[src/rtl/arp_req_tx.sv]
// arp_req_tx: queues (netport, ip) ARP resolve requests from the aging logic and
// serialises each one as a 60-byte broadcast Ethernet/ARP request frame on an
// 8-bit stream toward the MAC TX arbiter.
//
// Stream handshake: a byte transfers on a cycle where tx_valid and tx_ready are
// both high. Once tx_valid rises it stays high, and tx_data/tx_sof/tx_eof/tx_netport
// stay unchanged, until the byte is accepted. tx_ready may change freely.
module arp_req_tx #(
    parameter int QDEPTH_LOG2 = 2,
    parameter int IFG_CYCLES  = 12
) (
    input  logic        clk,
    input  logic        rst,
    input  logic [47:0] local_mac,
    input  logic [31:0] local_ip,
    input  logic [23:0] req_netport,
    input  logic [31:0] req_ip,
    input  logic        req_en,
    output logic [7:0]  tx_data,
    output logic        tx_valid,
    output logic        tx_sof,
    output logic        tx_eof,
    input  logic        tx_ready,
    output logic [23:0] tx_netport,
    output logic        busy,
    output logic [15:0] drop_cnt,
    output logic [1:0]  dbg_state
);

    localparam int QDEPTH = 1 << QDEPTH_LOG2;
    localparam int GW     = (IFG_CYCLES > 2) ? $clog2(IFG_CYCLES) : 1;
    // GAP lasts IFG_CYCLES-1 cycles; the LOAD cycle that follows supplies the
    // last idle cycle, so back-to-back frames are separated by IFG_CYCLES idles.
    localparam logic [GW-1:0] GAP_LOAD = GW'(IFG_CYCLES - 2);
    localparam logic [5:0]    LAST_IDX = 6'd59;

    typedef enum logic [1:0] {
        IDLE = 2'd0,
        LOAD = 2'd1,
        SEND = 2'd2,
        GAP  = 2'd3
    } state_t;

    state_t state, state_nxt;

    // request queue: {netport, ip}
    logic [55:0]            q_mem [QDEPTH];
    logic [QDEPTH_LOG2-1:0] wr_ptr, rd_ptr;
    logic [QDEPTH_LOG2:0]   q_cnt;
    logic                   q_empty, q_full;
    logic                   req_valid, push, pop, drop;
    logic [55:0]            q_head;

    // frame context latched at LOAD
    logic [31:0]  ip_r;
    logic [47:0]  mac_r;
    logic [31:0]  lip_r;
    logic [5:0]   idx;
    logic [GW-1:0] gap_cnt;

    logic         accept, last_accept;
    logic [479:0] frame;
    logic [5:0]   rev_idx;
    logic [8:0]   bit_base;

    assign q_empty   = (q_cnt == '0);
    assign q_full    = (int'(q_cnt) == QDEPTH);
    assign req_valid = req_en && (req_ip != 32'd0);
    assign pop       = (state == LOAD) && !q_empty;
    // a full queue still takes the request when the head leaves this cycle
    assign push      = req_valid && (!q_full || pop);
    assign drop      = req_valid && q_full && !pop;
    assign q_head    = q_mem[rd_ptr];

    assign accept      = (state == SEND) && tx_ready;
    assign last_accept = accept && (idx == LAST_IDX);

    // queue storage, written on push (no reset needed: guarded by q_cnt)
    always_ff @(posedge clk) begin
        if (push) begin
            q_mem[wr_ptr] <= {req_netport, req_ip};
        end
    end

    // queue pointers and occupancy; pointers wrap naturally modulo depth
    always_ff @(posedge clk or posedge rst) begin
        if (rst) begin
            wr_ptr <= '0;
            rd_ptr <= '0;
            q_cnt  <= '0;
        end else begin
            if (push) wr_ptr <= wr_ptr + 1'b1;
            if (pop)  rd_ptr <= rd_ptr + 1'b1;
            if (push && !pop)      q_cnt <= q_cnt + 1'b1;
            else if (!push && pop) q_cnt <= q_cnt - 1'b1;
        end
    end

    // saturating count of requests lost to a full queue
    always_ff @(posedge clk or posedge rst) begin
        if (rst) begin
            drop_cnt <= 16'd0;
        end else if (drop && (drop_cnt != 16'hFFFF)) begin
            drop_cnt <= drop_cnt + 16'd1;
        end
    end

    // state register
    always_ff @(posedge clk or posedge rst) begin
        if (rst) begin
            state <= IDLE;
        end else begin
            state <= state_nxt;
        end
    end

    // next-state logic; a request arriving this cycle counts as pending so
    // the first byte appears two cycles after the strobe
    always_comb begin
        state_nxt = state;
        case (state)
            IDLE: if (!q_empty || req_valid) state_nxt = LOAD;
            LOAD: state_nxt = SEND;
            SEND: if (last_accept) state_nxt = GAP;
            GAP: begin
                if (gap_cnt == '0) begin
                    state_nxt = (!q_empty || req_valid) ? LOAD : IDLE;
                end
            end
            default: state_nxt = IDLE;
        endcase
    end

    // byte index, inter-frame gap counter and latched frame context
    always_ff @(posedge clk or posedge rst) begin
        if (rst) begin
            idx        <= 6'd0;
            gap_cnt    <= '0;
            ip_r       <= 32'd0;
            tx_netport <= 24'd0;
            mac_r      <= 48'd0;
            lip_r      <= 32'd0;
        end else begin
            if (state == LOAD) begin
                idx        <= 6'd0;
                ip_r       <= q_head[31:0];
                tx_netport <= q_head[55:32];
                mac_r      <= local_mac;
                lip_r      <= local_ip;
            end else if (accept && (idx != LAST_IDX)) begin
                idx <= idx + 6'd1;
            end
            if (last_accept) begin
                gap_cnt <= GAP_LOAD;
            end else if ((state == GAP) && (gap_cnt != '0)) begin
                gap_cnt <= gap_cnt - 1'b1;
            end
        end
    end

    // whole frame laid out MSB-first; byte idx sits at bits [8*(59-idx) +: 8]
    assign frame = {48'hFFFF_FFFF_FFFF, mac_r, 16'h0806, 16'h0001, 16'h0800,
                    8'h06, 8'h04, 16'h0001, mac_r, lip_r, 48'd0, ip_r, 144'd0};
    assign rev_idx  = LAST_IDX - idx;
    assign bit_base = {rev_idx, 3'b000};

    // stream outputs, all forced low outside SEND
    always_comb begin
        tx_valid = (state == SEND);
        tx_sof   = tx_valid && (idx == 6'd0);
        tx_eof   = tx_valid && (idx == LAST_IDX);
        tx_data  = tx_valid ? frame[bit_base +: 8] : 8'd0;
    end

    assign busy      = (state != IDLE) || !q_empty;
    assign dbg_state = state;

endmodule
[config.mk]
export PLATFORM = sky130hd
export DESIGN_NAME = arp_req_tx
export DESIGN_NICKNAME = d
export VERILOG_FILES = /design/src/rtl/arp_req_tx.sv
export SDC_FILE = /design/constraint.sdc
export NUM_CORES = 1
export LEC_CHECK = 0
export CORE_UTILIZATION = 60
export DETAILED_ROUTE_END_ITERATION = 16
export PLACE_DENSITY = 0.86
export SKIP_LAST_GASP = 1
export SYNTH_ARGS = -nofsm -noshare
export SYNTH_HDL_FRONTEND = slang
export SYNTH_SLANG_ARGS = --single-unit
[constraint.sdc]
create_clock -name clk -period 12.18 [get_ports clk]
set_input_delay 2.436 -clock clk [delete_from_list [all_inputs] [get_ports clk]]
set_output_delay 2.436 -clock clk [all_outputs]
set_load 0.005 [all_outputs]
== Word level (Yosys, flattened, before mapping) ==
Memories as Yosys holds them, arrays and structs flattened. A register that Yosys moved wholly into a read port is not among the register bits.
Index checks and enable logic that the tools add are counted.

* Equality and inequality tests: 10
* $add $sub $neg: 8
* Reduce and logical (&&, ||, !) cells: 32
* Muxes and demuxes: 14
* Shift operators: 1

{| class="wikitable"
|+ Operators by type and width
! cell !! count
|-
| $shiftx 480x10->8 || 1
|-
| $reduce_bool 32->1 || 1
|-
| $add 16x1->16 const B || 1
|-
| $ne 16x16->1 const B || 1
|-
| $logic_and 1x1->1 || 14
|-
| $mux 6 || 2
|-
| $mux 4 || 2
|-
| $mux 8 || 1
|-
| $pmux 2 s4 || 1
|-
| $reduce_bool 2->1 || 4
|-
| $add 6x1->6 const B || 1
|-
| $eq 6x6->1 const B || 1
|-
| $logic_not 6->1 || 1
|-
| $mux 2 || 3
|-
| $mux 3 || 2
|-
| $ne 6x6->1 const B || 1
|-
| $sub 6x6->6 const A || 1
|-
| $add 2x1->2 const B || 2
|-
| $eq 2x2->1 const B || 2
|-
| $logic_not 1->1 || 4
|-
| $logic_not 4->1 || 1
|-
| $ne 2x2->1 const B || 2
|-
| $reduce_bool 4->1 || 1
|-
| $sub 4x1->4 const B || 1
|-
| other kinds (10) || 14
|}

* Flip-flop bits (word level): 115
* Bits in writable memories: 224
* Memories: 1
* Output and inout bits: 54
* Input port bits: 140

{| class="wikitable"
|+ Memory list
! name !! depth !! width !! rd ports !! clocked after memory_dff !! write ports !! line !! source
|-
| q_mem || 4 || 56 || 1 || 1 || 1 || 47 || <nowiki>logic [55:0] q_mem [QDEPTH];</nowiki>
|}

== Depth between registers and ports, before layout ==
* Word-level depth: 9
* Mapped depth: 12
* Mapped depth without buffers: 10

== Worst setup path after synthesis ==
No wires, ideal clock.

* Path type: input -> register
* Start point: input req_ip[28]
* End point: memory q_mem[0][0], enable pin
* Data arrival time: 4443 ps
* Library setup time: 420 ps
* Stages: 6
* Buffers on the path: 1
* Path slack: 7318 ps
* Cell sequence: nor4_1 -> nand4_1 -> o21a_2 -> and2b_1 -> buf_6 -> and2_1

* Cells in the longest elaborated chain, start to end: 5

{| class="wikitable"
|+ RTL lines
! element !! line !! source
|-
| start, declared || 17 || <nowiki>input logic [31:0] req_ip,</nowiki>
|-
| $reduce_bool 32->1 || 68 || <nowiki>assign req_valid = req_en && (req_ip != 32'd0);</nowiki>
|-
| $logic_and 1x1->1 || 68 ||
|-
| $logic_and 1x1->1 || 71 || <nowiki>assign push = req_valid && (!q_full || pop);</nowiki>
|-
| net push || 51 || <nowiki>logic req_valid, push, pop, drop;</nowiki>
|-
| $mux 1 || 80 || <nowiki>if (push) begin</nowiki>
|-
| $mux 1 (not written as such) || 81 || <nowiki>q_mem[wr_ptr] <= {req_netport, req_ip};</nowiki>
|-
| end, declared || 47 ||
|}

The timed path passes the listed nets, and every way through them passes these cells.

== Worst setup path after layout ==
* Start point: register idx[2]
* End point: output tx_data[4]

* Cells in the longest elaborated chain, start to end: 3

{| class="wikitable"
|+ RTL lines
! element !! line !! source
|-
| start, declared || 58 || <nowiki>logic [5:0] idx;</nowiki>
|-
| start signal, assigned || 151 || <nowiki>idx <= idx + 6'd1;</nowiki>
|-
| $sub 6x6->6 || 164 || <nowiki>assign rev_idx = LAST_IDX - idx;</nowiki>
|-
| $shiftx 480x10->8 || 172 || <nowiki>tx_data = tx_valid ? frame[bit_base +: 8] : 8'd0;</nowiki>
|-
| $mux 8 || 172 ||
|-
| end, declared || 19 || <nowiki>output logic [7:0] tx_data,</nowiki>
|}

Every way passes these cells.

==> results.sh <==
export IMPL_status="finished, final reports clean"
export IMPL_maxCapViolCount=0
export IMPL_synth_seq_cells=395
export IMPL_grt_pass1_wl_um=53100
export IMPL_netlist_instances=914
export IMPL_ys_seq_area_frac=0.672
export IMPL_cts_tree="built"
export IMPL_cp_arrival_ps=3830
export IMPL_cts_max_path_buffers=3
export IMPL_cts_buffers=40
export IMPL_row_count=60
export IMPL_cts_setup_buffers=0
export IMPL_overflow=0
export IMPL_ctsResizeCount=0
export IMPL_synth_distinct_cells=61
export IMPL_synth_edf_count=224
export IMPL_hold_viol_final=0
export IMPL_layout_common_cells="224 x edfxtp_1, 193 x clkdlybuf4s50_1, 168 x dfrtp_1"
export IMPL_fin_skew_ps=23.2
export IMPL_initial_core_util=0.609
export IMPL_wl_per_cell_um=23.0
export IMPL_track_usage=0.248
export IMPL_ios=194
export IMPL_dieArea_um2=28000
export IMPL_core_area_um2=26900
export IMPL_crit_type="reg2out"
export IMPL_ys_async_sr_fraction=0.433
export IMPL_p_per_area_nw_per_um2=248
export IMPL_drtIter0Drc=613
export IMPL_leakagePower_nw=7.33
export IMPL_cts_sinks=395
export IMPL_ant_nets=0
export IMPL_ys_warn_count=0
export IMPL_postPlaceCellArea_um2=18600
export IMPL_max_freq_mhz=160
export IMPL_syn_to_final_growth_pct=22.3
export IMPL_via_count=8958
export IMPL_h_tree_depth=2
export IMPL_hold_buffers=0
export IMPL_synth_flop_cell="edfxtp_1"
export IMPL_setup_worst_path_end_class="output pin"
export IMPL_root_buffer="clkbuf_16"
export IMPL_gp_congestion=0.875
export IMPL_critical_path_top_delay_family="buffers and inverters"
export IMPL_worst_slew_pin_slew_ps=1080
export IMPL_hp_class="reg2reg"
export IMPL_worstPathRequired_ps=9740
export IMPL_drt_pass1_iterations=7
export IMPL_dp_hpwl_um=20700
export IMPL_die_height_um=167
export IMPL_final_cell_area_um2=20000
export IMPL_vias_per_cell=6.02
export IMPL_die_width_um=167
export IMPL_grt_pass1_vias=9508
export IMPL_postLayoutCoreUtil=0.746
export IMPL_rsz0062_at_grt="no"
export IMPL_grt_start_max_net_pins=109
export IMPL_relSlewSlack=0.282
export IMPL_syn_area_um2=16400
export IMPL_min_period_over_period=0.514
export IMPL_clkLatencyLatePin_ps=550
export IMPL_antenna_found_initial=1
export IMPL_syn_nets=1076
export IMPL_cp_start_kind="register"
export IMPL_cp_num_buf_inv=2
export IMPL_cp_slowest_cell="dfrtp_1"
export IMPL_cp_cell_sequence="clkinv_1 > ha_1 > a21oi_1 > a221o_1 > o22a_1 > nor2_1 > clkdlybuf4s50_1"
export IMPL_final_common_cell="edfxtp_1"
export IMPL_finalSetupViolCount=0
export IMPL_clk_pin_slew_ps=60
export IMPL_finalCriticalPeriod_ps=6270
export IMPL_vdd_ir_drop_max_mv=0.151
export IMPL_nets=1278
export IMPL_finalMaxSlewViolations=0
export IMPL_routed_wl_um=34200
export IMPL_drive_gt1_frac=0.267
export IMPL_drc=0
export IMPL_num_antenna_cells=0
export IMPL_postSynthAreaPerCell_um2=17.9
export IMPL_tns_ps=0
export IMPL_max_stage_delay_ps=780
export IMPL_port_buffer_count=193
export IMPL_crit_fanout=21
==> kinds of logic (layout without fill, tap and decap cells) <==
group	count (synthesis)	after routing	share of synthesized area
XOR/XNOR	30	30	0.0174
flip-flops	395	395	0.672
AND/OR/NAND/NOR	106	106	0.0361
AO/OA/AOI/OAI	67	67	0.0291
adder cells (fa/ha/maj)	22	22	0.0173
buffers and inverters	60	293	0.0193
multiplexers	234	234	0.209
==> cell usage after synthesis (all sizes together), types with 15 or more instances <==
cell type / number / area (µm²)
a21oi: 16 / 80.1
buf: 36 / 226
dfrtp: 171 / 4280
edfxtp: 224 / 6730
ha: 21 / 263
inv: 15 / 56.3
mux2: 143 / 1610
mux2i: 19 / 190
mux4: 72 / 1620
nand2: 25 / 93.8
nor2: 29 / 124
xor2: 16 / 148
==> state kept, by name, indices dropped and copies added, names as in the netlist <==
| signal | flops |
|---|---|
| ip_r | 32 |
| wr_ptr | 2 |
| mac_r | 48 |
| drop_cnt | 16 |
| tx_netport | 24 |
| dbg_state | 2 |
| gap_cnt | 4 |
| idx | 6 |
| q_cnt | 3 |
| rd_ptr | 2 |
| q_mem | 224 |
| lip_r | 32 |
==> cell type report <==
type                       instances  area (µm²)
clock buffer                      52        1060
clock inverter                    21         389
fill                            1529        6840
inverter                          16        65.1
multi-input combinational        459        5080
sequential                       395       11000
tap                              341         427
timing repair buffer             204        2010
==> through the flow <==
stage	power (mW)	cells	worst slack [ps]	hold WS [ps]
floorplan	3.17	914	5110	475
global placement	3.61	1415	6650	474
detailed placement	3.68	1415	6560	481
CTS	5.02	1488	5990	495
global route	5.20	1488	5750	515
finish	4.97	1488	5910	490
==> report_power, final <==
group / internal [mW] / switching [mW] / leakage [nW]
Combinational: 0.868 / 0.695 / 2.55
Sequential: 1.86 / 0.221 / 4.09
Clock: 0.812 / 0.507 / 0.694
==> final timing paths <==
kind / from / depth (start not counted) / slack, ps / to
setup / recovery: idx[2] / 7 / 5910 / tx_data[4]
hold / removal: drop_cnt[6] / 1 / 490 / drop_cnt[6]
setup reg to reg: dbg_state[1] / 6 / 9130 / q_mem[0][54]
hold reg to reg: drop_cnt[6] / 1 / 490 / drop_cnt[6]
max in group asynchronous: rst / 3 / 8130 / idx[0]
min in group asynchronous: rst / 2 / 2560 / mac_r[46]
==> routing by layer <==
metal	up-vias	GRT usage	part of all wire
met2	343	0.417	0.50
met1	4602	0.335	0.41
met5	-	0	0.00038
li1	3954	-	-
met3	57	0.0553	0.067
met4	2	0.0574	0.018
(Power assumes the default switching activity.)
==> variant: new RTL, same flow settings <==
`IFG_CYCLES`: 12 -> 24.
--- a/src/rtl/arp_req_tx.sv
+++ b/src/rtl/arp_req_tx.sv
@@ -9,3 +9,3 @@
     parameter int QDEPTH_LOG2 = 2,
-    parameter int IFG_CYCLES  = 12
+    parameter int IFG_CYCLES  = 24
 ) (
Formal check against the unedited RTL: same outputs for any inputs over 10 cycles, from zero or initial values and one cycle with rst high; that may be too few to reach the edited logic, so the function may still have changed.
==> variant against the original RTL <==
Synthesized area is 0.89% higher; sequential cell count rose by 1; setup slack worse by 0.17 ns; register-to-register slack is essentially flat; cell count increased by 1.6%; wire length is 4.0% higher; final area up 0.19%; power fell by 2.9%; core utilization fell by 0.068 points; via count increased by 2.1%; first-iteration DRC count up 26%; largest cell class unchanged.
==> variant: results (changes against the original RTL) <==
=====================================================================================================
# fillers ..............................................................................         1569   +2.6%
Total CTS buffers ......................................................................           40   unchanged
Highest net fanout along the worst path ................................................           20   -4.8%
Number of unique standard cell types used by synthesis .................................           59   -3.3%
Worst reg-to-reg path cell count .......................................................            5   -1
Share of layout cells above drive strength 1 ...........................................        26.4%   -0.29 points
PostCTS Resize Cnt .....................................................................            0   unchanged
Via count of the first global-routing pass .............................................         9610   +1.1%
First-pass iteration count of the detailed router ......................................            5   -2
Placement Setup Slack ..................................................................      5.96 ns   -0.598 ns
Routability Congestion .................................................................        0.809   -7.5%
Synthesized netlist net count ..........................................................         1106   +2.8%
Antenna violations before repair .......................................................            0   -1
Clk_lat worst skew .....................................................................      0.55 ns   about the same
Diodes inserted ........................................................................            0   unchanged
Run status ............................................................................. finished, final reports clean
CTS clock-pin slew for the worst setup and hold paths ..................................      0.06 ns   about the same
Final setup skew .......................................................................    0.0299 ns   +0.00667 ns
Relative slew slack ....................................................................        21.6%   -6.6 points
Post-synthesis share of cell area spent on full adders, half adders and majority gates .        1.86%   +0.14 points
Dominant cells by area after synthesis ................................................. sky130_fd_sc_hd__edfxtp_1 41%, sky130_fd_sc_hd__dfrtp_1 26%, sky130_fd_sc_hd__mux2_2 9.9%
Yosys warning count ....................................................................            0   unchanged
Compound-gate portion of the synthesized area ..........................................        2.80%   -0.11 points
Sequential area share after synthesis ..................................................        66.7%   -0.44 points
Number of nets in the finished design ..................................................         1305   +2.1%
Peak supply drop .......................................................................     0.162 mV   +7.5%
Fraction of synthesis flops using an asynchronous set or reset pin .....................        43.4%   +0.14 points
Post-synthesis mux area share ..........................................................        20.9%   +0.021 points
Leakage power figure ...................................................................      7.22 nW   -1.5%
First DRT Iteration DRCs ...............................................................          773   +26%
Slowest cell on crit path .............................................................. sky130_fd_sc_hd__ha_1
Ranking of synthesized cells by instance count ......................................... 224 x sky130_fd_sc_hd__edfxtp_1, 172 x sky130_fd_sc_hd__dfrtp_1, 145 x sky130_fd_sc_hd__mux2_2, 71 x sky130_fd_sc_hd__mux4_2, 31 x sky130_fd_sc_hd__nand2_1
Wire length of the first global-routing pass ...........................................      55.3 mm   +4.1%
Global-route usage over all layers .....................................................        26.1%   +1.2 points
XOR/XNOR share of the synthesized area .................................................        1.70%   -0.046 points
Post-DP HPWL ...........................................................................      21.2 mm   +2.2%
Overall via count from detail_route ....................................................         9143   +2.1%
Arrival time at the worst endpoint .....................................................      4.00 ns   +0.17 ns
Routed wire length .....................................................................      35.6 mm   +4.0%
Largest net degree at the start of global routing ......................................           98   -10%
=====================================================================================================
[variant: kinds of logic (layout without fill, tap and decap cells)]
family                     count (synthesis)  count (layout)
xor gates and xnor gates                  32              32
DFF                                      396             396
muxes                                    238             238
AOI/OAI and AO/OA                         60              60
and+or+nand+nor                          121             121
adders and majority gates                 24              24
buffers and inverters                     71             300
[variant: through the flow]
step | instances | hold slack (ns) | total power, mW | instance area [um^2] | utilization (%)
after global routing | 1512 | 0.516 | 5.05 | 20100 | 74.5
after CTS | 1512 | 0.504 | 4.87 | 20100 | 74.5
after detailed placement | 1440 | 0.491 | 3.64 | 18800 | 69.7
after global placement | 1440 | 0.478 | 3.58 | 18800 | 69.7
after floorplan | 942 | 0.473 | 3.13 | 16500 | -
final | 1512 | 0.500 | 4.82 | 20100 | 74.5
[variant: area by class of cell]
cell class | instances | area share (%)
clock buffers | 56 | 5.53
clock inverters | 16 | 0.835
inverters | 24 | 0.474
multi-input cells | 475 | 26.0
flip-flops and latches | 396 | 55.0
well taps | 341 | 2.13
repair buffers | 204 | 10.0
[variant: power breakdown]
group,switching [mW],internal (mW),leakage (nW)
clock,0.509,0.685,0.625
combinational,0.680,0.847,2.52
sequential,0.224,1.88,4.07
total,1.41,3.41,7.22
[variant: worst reg2reg max path: stages (launching register included)]
cell and delay, ns:
sky130_fd_sc_hd__dfrtp_1 0.45, sky130_fd_sc_hd__inv_1 0.16, sky130_fd_sc_hd__ha_4 0.17, sky130_fd_sc_hd__buf_4 0.87
sky130_fd_sc_hd__buf_4 0.81, sky130_fd_sc_hd__mux2_2 0.46
[variant: final timing paths]
check                              from          to  slack (ns)
min in group asynchronous           rst   mac_r[45]        2.49
hold reg to reg               mac_r[18]   mac_r[18]        0.50
hold / removal                mac_r[18]   mac_r[18]        0.50
setup / recovery                 idx[2]  tx_data[4]        5.75
max in group asynchronous           rst    lip_r[9]        8.16
setup reg to reg           dbg_state[1]   mac_r[27]        9.14
[variant: layer usage]
metal  global-route usage, %  routed length (um)
met5                       0                   0
met4                    7.46                 774
met3                    5.71                2750
met2                    43.1               17500
met1                    35.1               14600
